`src/rtl/regfile_pkg.sv`:
```
// Shared types and helpers for the parametrised operand register file.
package regfile_pkg;

    typedef enum logic {
        ST_IDLE  = 1'b0,
        ST_CLEAR = 1'b1
    } state_t;

    function automatic logic addr_valid(input int addr, input int depth);
        return addr < depth;
    endfunction

endpackage

```
`src/rtl/regfile_clear_seq.sv`:
```
// Clear sequencer: walks ptr over every entry, one per cycle, after reset or on clr_req.
// busy is high from the reset/request edge until the edge that clears entry DEPTH-1.
module regfile_clear_seq
    import regfile_pkg::*;
#(
    parameter int DEPTH  = 4,
    parameter int ADDR_W = $clog2(DEPTH)
) (
    input  logic              clk,
    input  logic              rst,
    input  logic              clr_req,
    output logic              busy,
    output logic              clr_we,
    output logic [ADDR_W-1:0] clr_addr
);

    localparam logic [ADDR_W-1:0] LAST = ADDR_W'(DEPTH - 1);

    state_t            state_q, state_d;
    logic [ADDR_W-1:0] ptr_q, ptr_d;
    logic              busy_q, busy_d;

    always_comb begin
        state_d = state_q;
        ptr_d   = ptr_q;
        busy_d  = busy_q;
        if (state_q == ST_IDLE) begin
            if (clr_req) begin
                state_d = ST_CLEAR;
                ptr_d   = '0;
                busy_d  = 1'b1;
            end
        end else begin
            // ptr holds at the last entry instead of wrapping
            if (ptr_q == LAST) begin
                state_d = ST_IDLE;
                busy_d  = 1'b0;
            end else begin
                ptr_d = ptr_q + ADDR_W'(1);
            end
        end
    end

    always_ff @(posedge clk) begin
        if (rst) begin
            state_q <= ST_CLEAR;
            ptr_q   <= '0;
            busy_q  <= 1'b1;
        end else begin
            state_q <= state_d;
            ptr_q   <= ptr_d;
            busy_q  <= busy_d;
        end
    end

    // The reset edge itself leaves storage untouched
    assign clr_we   = (state_q == ST_CLEAR) && !rst;
    assign clr_addr = ptr_q;
    assign busy     = busy_q;

endmodule

```
`src/rtl/regfile_param.sv`:
```
// DEPTH x WIDTH register file, two registered read ports with write-first bypass,
// optional hardwired zero entry, sequential clear after reset or on request.
module regfile_param
    import regfile_pkg::*;
#(
    parameter int WIDTH    = 4,
    parameter int DEPTH    = 4,
    parameter int ZERO_REG = 0,
    parameter int ADDR_W   = $clog2(DEPTH)
) (
    input  logic              clk,
    input  logic              rst,
    input  logic [ADDR_W-1:0] rs,
    input  logic [ADDR_W-1:0] rt,
    input  logic [ADDR_W-1:0] rw,
    input  logic [WIDTH-1:0]  dw,
    input  logic              rwe,
    input  logic              clr_req,
    output logic [WIDTH-1:0]  crs,
    output logic [WIDTH-1:0]  crt,
    output logic              busy
);

    logic [WIDTH-1:0]  mem_q [DEPTH];
    logic [WIDTH-1:0]  mem_d [DEPTH];
    logic [WIDTH-1:0]  crs_q, crs_d, crt_q, crt_d;
    logic              clr_we;
    logic [ADDR_W-1:0] clr_addr;
    logic              wr_acc;

    regfile_clear_seq #(
        .DEPTH  (DEPTH),
        .ADDR_W (ADDR_W)
    ) u_clear_seq (
        .clk      (clk),
        .rst      (rst),
        .clr_req  (clr_req),
        .busy     (busy),
        .clr_we   (clr_we),
        .clr_addr (clr_addr)
    );

    // A clear request in IDLE takes precedence over a same-cycle write
    assign wr_acc = !rst && !busy && rwe && !clr_req
                 && addr_valid(int'(rw), DEPTH)
                 && !(ZERO_REG != 0 && rw == '0);

    always_comb begin
        mem_d = mem_q;
        if (clr_we) begin
            mem_d[clr_addr] = '0;
        end else if (wr_acc) begin
            mem_d[rw] = dw;
        end
    end

    always_comb begin
        crs_d = '0;
        crt_d = '0;
        if (!busy && addr_valid(int'(rs), DEPTH) && !(ZERO_REG != 0 && rs == '0)) begin
            crs_d = (wr_acc && rw == rs) ? dw : mem_q[rs];
        end
        if (!busy && addr_valid(int'(rt), DEPTH) && !(ZERO_REG != 0 && rt == '0)) begin
            crt_d = (wr_acc && rw == rt) ? dw : mem_q[rt];
        end
    end

    always_ff @(posedge clk) begin
        mem_q <= mem_d;
    end

    always_ff @(posedge clk) begin
        if (rst) begin
            crs_q <= '0;
            crt_q <= '0;
        end else begin
            crs_q <= crs_d;
            crt_q <= crt_d;
        end
    end

    assign crs = crs_q;
    assign crt = crt_q;

endmodule

```
`config.mk`:
```
export PLATFORM = sky130hd
export DESIGN_NAME = regfile_param
export DESIGN_NICKNAME = d
export VERILOG_FILES = /design/src/rtl/regfile_pkg.sv /design/src/rtl/regfile_clear_seq.sv /design/src/rtl/regfile_param.sv
export SDC_FILE = /design/constraint.sdc
export NUM_CORES = 1
export LEC_CHECK = 0
export ABC_AREA = 1
export BUFFER_PORTS_ARGS = -buffer_cell sky130_fd_sc_hd__buf_2
export CAP_MARGIN = 20
export CORE_ASPECT_RATIO = 1.4
export CORE_UTILIZATION = 35
export CTS_BUF_LIST = sky130_fd_sc_hd__clkbuf_4 sky130_fd_sc_hd__clkbuf_8
export CTS_CLUSTER_DIAMETER = 40
export CTS_CLUSTER_SIZE = 40
export DETAILED_ROUTE_END_ITERATION = 12
export HOLD_SLACK_MARGIN = 0.15
export PLACE_DENSITY = 0.64
export SLEW_MARGIN = 20
export SYNTH_ARGS = -nofsm -noshare
export SYNTH_HDL_FRONTEND = slang
export SYNTH_SLANG_ARGS = --single-unit
```
`constraint.sdc`:
```
create_clock -name clk -period 2.4 [get_ports clk]
set_clock_uncertainty 0.2 [all_clocks]
set_input_delay 0 -clock clk [delete_from_list [all_inputs] [get_ports clk]]
set_output_delay 0 -clock clk [all_outputs]
set_load 0.01 [all_outputs]
```
==> summary.txt, run 1 <==
STA
  – Fmax: 0.432 GHz
  – Hold Violations, Final: 0
  – Final Max Slew Viols: 0
  – Setup violators final: 0
  – Crit path time final: 2.32 ns
  – Fin crit share: 0.966
  – RSZ-0062 raised after global routing: false
  – Worst-Margin Slew: 0.564 ns
  – Max_slew headroom: 0.620
  – Worst hold slack: 0.234 ns
  – Final TNS setup: 0 ns

Route
  – Drt total wl: 4390 um
  – DR pass1 iterations: 4
  – DR vias: 1596
  – Residual DRC count: 0
  – Vias/cell: 5.00
  – DRT antenna net count: 0
  – DRT iter0 DRCs: 69
  – Routed wire per std cell: 13.8 um

Critical path
  – Longest individual stage delay on the worst path: 0.57 ns
  – WP data arrival: 2.30 ns
  – CP Buf/Inv Count: 5
  – WS Path Type: input pin to flip-flop
  – Required @ worst endpoint: 2.39 ns
  – CP dominant cell by count: dlygate4sd3_1
  – Setup crit end kind: flip-flop
  – Worst Path Max Fanout: 10
  – Reg2reg start: mem_q[7]
  – Crit-path slowest cell: dlygate4sd3_1
  – Critical path startpoint category: input pin
  – CP top delay family: buffers and inverters
  – CP cell instances: dlygate4sd3_1, buf_4, inv_4, nand2_1, nand3_1, dlygate4sd3_1, nand2_1, dlygate4sd3_1, a21oi_1, nor2_1
  – Origin of the worst setup path: rt[0]

GRT
  – Initial antenna violation count: 0
  – Global-route usage over all layers: 0.195
  – Total gr overflow: 0
  – First-pass GRT wire length: 7260 um
  – Largest net degree at the start of global routing: 17
  – Vias in the first global route: 1444

Floorplan
  – Rows: 29
  – I/O pin count: 23
  – Die Span X: 60.1 um
  – Chip Height: 83.4 um
  – Core Box Area: 0.00454 sq mm
  – Starting density of the core: 0.365
  – DIE AREA: 0.00501 sq mm

Power
  – Power per cell area: 714 mW/mm^2
  – Static Leak: 0.000981 uW
  – Peak VDD IR: 0.387 mV
  – Total power: 1510 uW

Cells and area
  – Final Cell Area: 0.00211 sq mm
  – Fill cells: 452
  – Nets: 276
  – Util after Layout: 0.465
  – Share of cells above drive strength 1: 0.156
  – N_diodes: 0
  – P&R area growth vs syn: 27.4%

Status
  – Status: finished, final reports clean

CTS
  – Post-CTS Setup Bufs: 0
  – Clock sink count: 28
  – Worst-Skew Late Latency: 0.27 ns
  – # H-tree levels: 1
  – CTS tree: done
  – Root Buffer: clkbuf_8
  – Clk buf depth: 2
  – CTS Buf Count: 3
  – Clock Pin Slew Worst Setup and Hold Paths: 0.10 ns

Logic synthesis
  – Cell Area, Synth: 0.00166 sq mm
  – Synth Instances: 213
  – Sequential area share after synthesis: 0.435
  – Syn nets: 231
  – Yosys Warn Count: 0
  – Number of synthesized register bits: 28
  – Synth cell types: 22
  – Synthesized area per cell: 7.77 sq um

Min path
  – Hold_sp: rwe
  – Hold Path Class: input pin to flip-flop

Place
  – DP HPWL: 3200 um
  – Gpl congestion: 0.908
  – Area after DPL: 0.00181 sq mm
  – IO Port Bufs: 22

Job
  – Max Cap Viol: 0
-- stage by stage --
step,instances,worst slack (ns)
2_1_floorplan,213,0.612
3_3_place_gp,293,0.416
3_5_place_dp,293,0.337
4_1_cts,319,0.0658
5_1_grt,319,0.00128
6_report,319,0.0827
-- final timing paths --
kind	to	slack (ns)	depth (start not counted)
worst max register to register	crt[3]	0.12	8
worst min register to register	u_clear_seq.busy	0.35	1
worst max-delay path	crt[3]	0.08	10
worst min-delay path	mem_q[1]	0.23	5
-- layout make-up --
class,count,area [sq um],share of cell area
clock inverters,1,30.0,0.0142
flip-flops and latches,28,721,0.342
well taps,62,77.6,0.0368
inverters,32,128,0.0605
clock buffers,3,41.3,0.0196
multi-input cells,149,777,0.368
repair buffers,44,335,0.159
-- timing repair --
action | in CTS | in global routing
endpoints found under the setup margin | 0 | 2
gates resized for setup | 0 | 8
endpoints found under the hold margin | 28 | 0
hold buffers | 22 | 0
-- worst register-to-register path, delay by kind of cell, from the launching register on --
family	cells	cell delay, ns
compound gates	1	0.12
buf+inv	3	1.25
flops	1	0.37
simple gates	4	0.24
-- cells in the final DEF (no fill, tap or decap) --
cell type	instances
dfxtp_1	12
nand2_1	71
nand3_1	25
bufinv_16	1
inv_1	27
nor2_8	3
o32ai_1	4
a211oi_1	1
edfxtp_1	16
o22ai_1	13
inv_6	1
inv_2	3
clkbuf_8	3
nand2_4	1
ha_1	4
buf_2	20
buf_4	2
or2_2	3
nand2_2	1
a32oi_1	1
o21ai_0	1
o21ai_1	3
a21oi_1	9
nor2_1	8
nor2_4	1
inv_4	1
dlygate4sd3_1	22
-- routing by layer --
metal | GRT usage | wire [um] | vias to the layer above
li1 | - | - | 790
met1 | 0.258 | 1830 | 722
met2 | 0.305 | 2130 | 71
met3 | 0.0156 | 217 | 13
met4 | 0.108 | 206 | 0
met5 | 0 | 0 | -
-- flip-flops by register name, summed over array words and instances (netlist names) --
| register | count |
|---|---|
| crs | 4 |
| crt | 4 |
| mem_q | 16 |
| u_clear_seq.busy | 1 |
| u_clear_seq.clr_addr | 2 |
| u_clear_seq.state_q | 1 |
-- power by group --
group	total, uW	internal, uW	switching (uW)	leakage, uW
Clock	378	224	155	0.0000357
Sequential	646	612	33.1	0.000260
Combinational	482	179	303	0.000686
-- Yosys cell counts, drive strengths merged --
library cell | n | area, sq um
dfxtp | 12 | 240
inv | 32 | 120
a21oi | 9 | 45.0
nor2 | 12 | 101
edfxtp | 16 | 480
o22ai | 13 | 81.3
buf | 4 | 37.5
o32ai | 4 | 35.0
o21ai | 4 | 20.0
nand2 | 73 | 284
a211oi | 1 | 7.51
nand3 | 25 | 125
a32oi | 1 | 8.76
or2 | 3 | 18.8
ha | 4 | 50.1
-- cell families after synthesis --
kind of cell	after synthesis	share of synthesized area
adder cells (fa/ha/maj)	4	0.0302
AND/OR/NAND/NOR	113	0.320
flip-flops	28	0.435
AO/OA/AOI/OAI	32	0.119
buffers and inverters	36	0.0952
Power figures use the tool's default switching activity.
==> run 2: changes to the inputs <==
SETUP_SLACK_MARGIN = 0.1   (was unset)
==> summary.txt, run 2 (synthesis results as in run 1) <==
Critical path
  – CP cell instances: dlygate4sd3_1, buf_2, inv_4, nand2_1, nand3_1, dlygate4sd3_1, nand2_1, dlygate4sd3_1, a21oi_1, nor2_1
  – Critical path startpoint category: input pin
  – WS Path Type: input pin to flip-flop
  – CP dominant cell by count: dlygate4sd3_1
  – Longest individual stage delay on the worst path: 0.58 ns
  – Setup crit end kind: flip-flop
  – Required @ worst endpoint: 2.39 ns
  – WP data arrival: 2.27 ns
  – Crit-path slowest cell: dlygate4sd3_1
  – Worst Path Max Fanout: 6

Floorplan
  – Die Span X: 60.1 um
  – Starting density of the core: 0.365
  – I/O pin count: 23
  – Chip Height: 83.4 um
  – Rows: 29
  – Core Box Area: 0.00454 sq mm
  – DIE AREA: 0.00501 sq mm

Place
  – Inst Count DP: 293
  – DP HPWL: 3200 um
  – Gpl congestion: 0.908
  – IO Port Bufs: 22

GRT
  – Largest net degree at the start of global routing: 17
  – Vias in the first global route: 1452
  – First-pass GRT wire length: 7370 um
  – Initial antenna violation count: 0
  – Total gr overflow: 0
  – Global-route usage over all layers: 0.198

Power
  – Power per cell area: 698 mW/mm^2
  – Static Leak: 0.00103 uW
  – Peak VDD IR: 0.392 mV

Route
  – Drt total wl: 4590 um
  – DR vias: 1668
  – Routed wire per std cell: 13.9 um
  – Residual DRC count: 0
  – DR pass1 iterations: 4
  – DRT antenna net count: 0
  – Vias/cell: 5.07
  – DRT iter0 DRCs: 77

STA
  – Worst-Margin Slew: 0.562 ns
  – Setup violators final: 0
  – Fmax: 0.439 GHz
  – Fin crit share: 0.949
  – Final TNS setup: 0 ns
  – Hold Violations, Final: 0
  – Max_slew headroom: 0.622
  – Final Max Slew Viols: 0
  – Worst hold slack: 0.145 ns
  – RSZ-0062 raised after global routing: true
  – Crit path time final: 2.28 ns

Min path
  – Hold Path Class: input pin to flip-flop

CTS
  – Worst-Skew Late Latency: 0.28 ns
  – Clk buf depth: 2
  – Clock sink count: 28
  – CTS tree: done
  – CTS Buf Count: 3
  – Root Buffer: clkbuf_8
  – # H-tree levels: 1
  – Clock Pin Slew Worst Setup and Hold Paths: 0.11 ns

Cells and area
  – Nets: 286
  – Post-Layout Cell Count: 329
  – Most frequent cells in the layout: nand2_1 (71), dlygate4sd3_1 (27), inv_1 (26)
  – Share of cells above drive strength 1: 0.172
  – Max reg flops: 16
  – N_diodes: 0
  – Fill cells: 444
  – Commonest non-fill, non-tap cell in the layout: nand2_1
  – Largest Register: mem_q
  – P&R area growth vs syn: 32.7%

Status
  – Status: finished, final reports clean

Job
  – Max Cap Viol: 0
run 2: changes by cell type in the layout (fill, tap and decap cells not counted):
cell,change
a21oi_1,-1
a21oi_2,+1
buf_2,+2
buf_4,+2
dlygate4sd3_1,+5
dlymetal6s4s_1,+1
inv_1,-1
inv_2,+2
inv_6,-1
run 2: cell type report:
type / count / area, sq um / share of cell area
well taps: 62 / 77.6 / 0.0353
multi-input cells: 149 / 781 / 0.356
clock inverters: 1 / 30.0 / 0.0137
repair buffers: 54 / 423 / 0.193
inverters: 32 / 123 / 0.0558
flip-flops and latches: 28 / 721 / 0.328
clock buffers: 3 / 41.3 / 0.0188
run 2: per-layer routing:
| metal | GRT usage | vias up | wire length [um] | part of all wire |
|---|---|---|---|---|
| met3 | 0.0171 | 23 | 312 | 0.068 |
| met5 | 0 | - | 0 | 0 |
| met1 | 0.264 | 738 | 1830 | 0.40 |
| met2 | 0.307 | 95 | 2180 | 0.47 |
| met4 | 0.108 | 0 | 266 | 0.058 |
| li1 | - | 812 | - | - |
run 2: final timing paths:
| path | cells after the start | to | slack, ns | startpoint |
|---|---|---|---|---|
| max | 10 | crt[3] | 0.12 | rt[0] |
| min | 6 | crs[3] | 0.15 | rs[0] |
| max reg2reg | 8 | crt[3] | 0.14 | mem_q[3] |
| min reg2reg | 1 | u_clear_seq.busy | 0.35 | u_clear_seq.state_q |
run 2: worst max-delay path: cells and delay by family:
family | cells | cell delay (ns)
compound gates | 1 | 0.12
simple gates | 4 | 0.22
buf+inv | 5 | 1.92
run 2: timing repair:
action | in CTS | in global routing
gates resized for setup | 0 | 5
endpoints found under the hold margin | 28 | 1
setup endpoints to repair | 0 | 3
hold buffers | 27 | 2
buffers inserted | 0 | 4
run 2: through the flow:
step           worst slack, ns  total power [uW]  instance area [sq um]  utilization
2_1_floorplan            0.612               968                   1660            -
3_3_place_gp             0.416              1080                   1810        0.398
3_5_place_dp             0.337              1090                   1810        0.398
4_1_cts                  0.112              1510                   2150        0.473
5_1_grt                 0.0405              1620                   2200        0.484
6_report                 0.123              1530                   2200        0.484
run 2: power breakdown:
part	switching (uW)	internal (uW)	leakage [uW]
clock network	158	224	0.0000357
registers	33.8	612	0.000260
logic	310	195	0.000738
